--- src/rtl/unsigned_mul_8x8_pkg.sv ---
// rtl/unsigned_mul_8x8_pkg.sv - shared widths and row-weighting helper for the 8x8 HA accumulator
package unsigned_mul_8x8_pkg;

  localparam int HA_T_W  = 9;
  localparam int HA_B_W  = 7;
  localparam int HA_ROWS = 4;
  localparam int ROW_W   = 11;
  localparam int PAIR_W  = 13;

  // Bottom (carry) bits sit two places above their top-row partners.
  function automatic logic [ROW_W-1:0] row_value(input logic [HA_T_W-1:0] t,
                                                 input logic [HA_B_W-1:0] b);
    return {2'b00, t} + {b, 2'b00};
  endfunction

endpackage

--- src/rtl/ha_row_pair_add.sv ---
// rtl/ha_row_pair_add.sv - combines two adjacent half-adder rows into one 13-bit partial sum
module ha_row_pair_add
  import unsigned_mul_8x8_pkg::*;
(
  input  logic [HA_T_W-1:0] t_a,
  input  logic [HA_B_W-1:0] b_a,
  input  logic [HA_T_W-1:0] t_b,
  input  logic [HA_B_W-1:0] b_b,
  output logic [PAIR_W-1:0] pair_sum
);

  logic [ROW_W-1:0] row_a;
  logic [ROW_W-1:0] row_b;

  always_comb begin
    row_a    = row_value(t_a, b_a);
    row_b    = row_value(t_b, b_b);
    pair_sum = {2'b00, row_a} + {row_b, 2'b00};
  end

endmodule

--- src/rtl/unsigned_mul_8x8_ha_accum_pipe.sv ---
// rtl/unsigned_mul_8x8_ha_accum_pipe.sv - two-stage valid/ready accumulator of four HA rows
module unsigned_mul_8x8_ha_accum_pipe
  import unsigned_mul_8x8_pkg::*;
#(
  parameter int OUT_W = 16
) (
  input  logic              clk,
  input  logic              rst_n,
  input  logic              in_valid,
  output logic              in_ready,
  input  logic [HA_T_W-1:0] ha_array_0_t,
  input  logic [HA_T_W-1:0] ha_array_1_t,
  input  logic [HA_T_W-1:0] ha_array_2_t,
  input  logic [HA_T_W-1:0] ha_array_3_t,
  input  logic [HA_B_W-1:0] ha_array_0_b,
  input  logic [HA_B_W-1:0] ha_array_1_b,
  input  logic [HA_B_W-1:0] ha_array_2_b,
  input  logic [HA_B_W-1:0] ha_array_3_b,
  output logic              out_valid,
  input  logic              out_ready,
  output logic [OUT_W-1:0]  product
);

  logic [PAIR_W-1:0] s01_new;
  logic [PAIR_W-1:0] s23_new;

  logic              s1_valid_q, s1_valid_d;
  logic [PAIR_W-1:0] s01_q, s01_d;
  logic [PAIR_W-1:0] s23_q, s23_d;
  logic              s2_valid_q, s2_valid_d;
  logic [OUT_W-1:0]  product_q, product_d;

  logic              s1_adv;
  logic              s2_adv;

  ha_row_pair_add u_pair01 (
    .t_a      (ha_array_0_t),
    .b_a      (ha_array_0_b),
    .t_b      (ha_array_1_t),
    .b_b      (ha_array_1_b),
    .pair_sum (s01_new)
  );

  ha_row_pair_add u_pair23 (
    .t_a      (ha_array_2_t),
    .b_a      (ha_array_2_b),
    .t_b      (ha_array_3_t),
    .b_b      (ha_array_3_b),
    .pair_sum (s23_new)
  );

  always_comb begin
    s2_adv = !s2_valid_q || out_ready;
    s1_adv = !s1_valid_q || s2_adv;

    s1_valid_d = s1_valid_q;
    s01_d      = s01_q;
    s23_d      = s23_q;
    s2_valid_d = s2_valid_q;
    product_d  = product_q;

    if (s1_adv) begin
      s1_valid_d = in_valid;
      if (in_valid) begin
        s01_d = s01_new;
        s23_d = s23_new;
      end
    end

    // Truncating each operand before the add is exact modulo 2^OUT_W.
    if (s2_adv) begin
      s2_valid_d = s1_valid_q;
      if (s1_valid_q) begin
        product_d = OUT_W'(s01_q) + (OUT_W'(s23_q) << 4);
      end
    end
  end

  always_ff @(posedge clk or negedge rst_n) begin
    if (!rst_n) begin
      s1_valid_q <= 1'b0;
      s01_q      <= '0;
      s23_q      <= '0;
      s2_valid_q <= 1'b0;
      product_q  <= '0;
    end else begin
      s1_valid_q <= s1_valid_d;
      s01_q      <= s01_d;
      s23_q      <= s23_d;
      s2_valid_q <= s2_valid_d;
      product_q  <= product_d;
    end
  end

  assign in_ready  = s1_adv;
  assign out_valid = s2_valid_q;
  assign product   = product_q;

endmodule

--- config.mk ---
export PLATFORM = sky130hd
export DESIGN_NAME = unsigned_mul_8x8_ha_accum_pipe
export DESIGN_NICKNAME = d
export VERILOG_FILES = /design/src/rtl/unsigned_mul_8x8_pkg.sv /design/src/rtl/ha_row_pair_add.sv /design/src/rtl/unsigned_mul_8x8_ha_accum_pipe.sv
export SDC_FILE = /design/constraint.sdc
export NUM_CORES = 1
export LEC_CHECK = 0
export CORE_MARGIN = 2
export CORE_UTILIZATION = 46
export DETAILED_ROUTE_END_ITERATION = 8
export GPL_TIMING_DRIVEN = 0
export PLACE_DENSITY = 0.78
export REMOVE_ABC_BUFFERS = 1
export SYNTH_ARGS = -nofsm -noshare
export SYNTH_HDL_FRONTEND = slang
export SYNTH_SLANG_ARGS = --single-unit
--- constraint.sdc ---
create_clock -name clk -period 1.9 [get_ports clk]
set_input_delay 0.57 -clock clk [delete_from_list [all_inputs] [get_ports clk]]
set_output_delay 0.57 -clock clk [all_outputs]
set_load 0.1 [all_outputs]
==> results of run 1 <==
power breakdown:
part | switching (mW) | total, mW | internal, mW
logic | 2.93 | 4.87 | 1.94
registers | 0.244 | 1.51 | 1.27
clock network | 0.309 | 0.834 | 0.525
total | 3.48 | 7.22 | 3.74
repair_timing:
| action | in CTS | in global routing |
|---|---|---|
| resized for setup | 206 | 44 |
| pin swaps | 81 | 58 |
| setup endpoints to repair | 54 | 25 |
| setup buffers | 29 | 6 |
| cloned | 0 | 0 |
final timing paths:
path,endpoint,cells after the start,slack [ns],startpoint
max,s23_q[11],14,-1.05,ha_array_3_b[0]
min,product[2],1,0.40,rst_n
max reg2reg,product[12],9,-0.20,s01_q[4]
min reg2reg,product[5],2,0.48,product[5]
max in group asynchronous,product[15],1,0.94,rst_n
min in group clk,product[5],2,0.48,product[5]
layout by cell type, fill, tap and decap left out, types with 11 or more instances in the layout:
cell type	Yosys	layout
ha_4	0	21
o21ai_1	9	13
o21ai_0	33	23
buf_4	0	29
inv_1	22	17
xnor2_1	16	11
nor2_1	19	12
buf_6	0	11
a21o_1	12	12
a21oi_2	0	12
clkdlybuf4s50_1	0	36
xor2_1	13	13
dfrtp_1	43	43
mux2_2	14	13
ha_1	45	20
clkdlybuf4s15_2	0	18
nand2_1	31	30
dlygate4sd2_1	0	14
sequential cells by signal (all words and copies together), names as in the netlist:
register and cells:
out_valid 1, s01_q 13, s1_valid_q 1, product 16, s23_q 12
metrics by stage:
step           hold slack (ns)  power, mW  instances  TNS, ns
4_1_cts                  0.436       6.72        585   -11.40
3_3_place_gp             0.458       5.21        549   -70.00
6_report                 0.401       7.22        590   -12.44
3_5_place_dp             0.470       5.30        549   -39.36
5_1_grt                  0.478       7.64        590   -14.60
2_1_floorplan            0.274       4.41        362   -40.68
cells by family after synthesis:
logic type / count (synthesis) / synth area share [%]
xor+xnor: 29 / 7.13
buf+inv: 28 / 2.95
mux: 14 / 4.43
flops: 43 / 30.2
simple gates: 81 / 11.5
compound gates: 115 / 20.7
fa+ha+maj: 58 / 23.1
metal layers:
metal,GRT usage (%),vias to the layer above
met1,25.7,1541
li1,-,1567
met2,40.3,77
met5,0,-
met3,2.22,18
met4,6.22,0
cell usage after synthesis, types with 6 or more instances:
library cell  count
ha_1             45
o21ai_1           9
o21ai_0          33
dfrtp_1          43
mux2_2           14
o21a_1            8
a21o_1           12
a211oi_1         11
nor3_1            6
nand2_1          31
xor2_1           13
fa_1             13
nor2_1           19
inv_1            22
xnor2_1          16
a21oi_1          19
layout make-up:
class,count,area [um2],area share (%)
clock buffers,6,72.6,1.32
clock inverters,2,60.1,1.09
repair buffers,118,1130,20.5
inverters,22,82.6,1.50
well taps,102,128,2.32
flip-flops and latches,43,1080,19.6
multi-input cells,297,2950,53.7
==> impl_metrics.toml, run 1 <==
[synthesis]
dominantRegCellSynth = "dfrtp_1"
synth_area_per_cell_um2 = 9.68
synth-warning-count = 0
synth.top_cell.area_share_pct = 30.2
synth_edf_count = 0
postSynthCellCount = 368
synth_top_cell_by_area = "dfrtp_1"
synthDistinctLibCells = 45
synth-seq-area-share_pct = 30.2
yosys-top-cells-area = "dfrtp_1, ha_1, fa_1"
async_reset_ff_share_pct = 100
synthesis.area_um2 = 3560
synth_seq_cells = 43

[sta]
grt_setup_unrepaired = "true"
final.period_utilization_pct = 155
worst_slew_margin_rel_pct = 39.3
final-setup-viol-count = 23
fmaxAchievable_mhz = 339
postLayoutSetupSlackWorst_ns = -1.05
tightest_slew_ns = 0.911
report.final.slew_viol_count = 0
fin_skew_ns = 0.00265
layout_min_cycle_time_ns = 2.95
hold_viol_final = 0

[layout]
syn_to_final_growth_pct = 54.4
fillers = 518
fin_nets = 613
layout-drive-gt1-share_pct = 36.1
final_core_util_pct = 72.3
stdcell_area_um2 = 5500
num_antenna_cells = 0

[floorplan]
rows = 32
io_pins = 86
core_um2 = 7610
fp.dieArea_um2 = 8460
fp.dieW_um = 92
start_util_pct = 46.8
die_height_um = 92

[routing]
wl_met2_mm = 5.09
dr.pass1.iters = 4
ant_nets = 0
route.detailed.drc = 0
drt-initial-drc-count = 112
avgViaCountPerCell = 5.43
wl_per_cell_um = 16.1
met3_length_um = 266
vias = 3203
met1Wirelength_mm = 3.95
drt_wl_total_mm = 9.49
top_layer = "met4"

[worst_setup_path]
slowest_delay_ns = 0.48
crit_type = "in2reg"
path_max_fanout = 4
path_cells = "buf_6 -> ha_4 -> fa_2 -> a21o_1 -> a21oi_2 -> xnor2_2 -> fa_1 -> ha_4 -> nor2_2 -> o21ai_1 -> nor2b_4 -> o21ai_2 -> xor2_1 -> o21ai_1"
critPathLaunchType = "input port"
crit_path_end_kind = "flop"
slowest_stage = "fa_1"
cp_top_family = "adder cells"
cp_data_arrival_time_ns = 3.11
crit_buf_inv = 1
required_ns = 2.06

[grt]
grt_pass1_vias = 3260
antenna_found_initial = 0
grt.total_usage_pct = 21.4
grt_max_degree = 44
grt_pass1_wl_mm = 14.8
grt_remaining_overflow = 0

[cts]
root_buffer = "clkbuf_8"
htreeDepth = 2
clk_path_buf_depth = 2
cts_tree = "built"
clkSlewWorstSetupHoldPaths_ns = 0.08
cts_hold_buf = 0
clk_latency_ns = 0.30
clock-sinks = 43
cts_buffers = 5

[place]
dp_slack_ns = -1.98
port_buffers = 85
gp_congestion = 0.799
placed_area_um2 = 4510
post-dp-hpwl_mm = 5.68

[outcome]
status = "finished with violations"
violations = "setup timing"

[power]
leakagePower_nw = 2.38
p_per_area_nw_per_um2 = 1310
ir_drop_mv = 0.666

[job]
drv_cap = 0

[hold_path]
hold_class = "in2async"
Power figures use the tool's default switching activity.
==> run 2: changes to the inputs <==
--- a/config.mk
+++ b/config.mk
@@ -11,6 +11,7 @@
 export GPL_TIMING_DRIVEN = 0
 export PLACE_DENSITY = 0.78
 export REMOVE_ABC_BUFFERS = 1
+export SLEW_MARGIN = 0
 export SYNTH_ARGS = -nofsm -noshare
 export SYNTH_HDL_FRONTEND = slang
 export SYNTH_SLANG_ARGS = --single-unit
==> results of run 2 <==
The final DEF is identical to that of run 1; final timing and power are the same.
==> run 3: changes to the inputs <==
--- a/config.mk
+++ b/config.mk
@@ -5,6 +5,7 @@
 export SDC_FILE = /design/constraint.sdc
 export NUM_CORES = 1
 export LEC_CHECK = 0
+export CAP_MARGIN = 0
 export CORE_MARGIN = 2
 export CORE_UTILIZATION = 46
 export DETAILED_ROUTE_END_ITERATION = 8
==> results of run 3 <==
The final DEF is identical to that of run 1; final timing and power are the same.
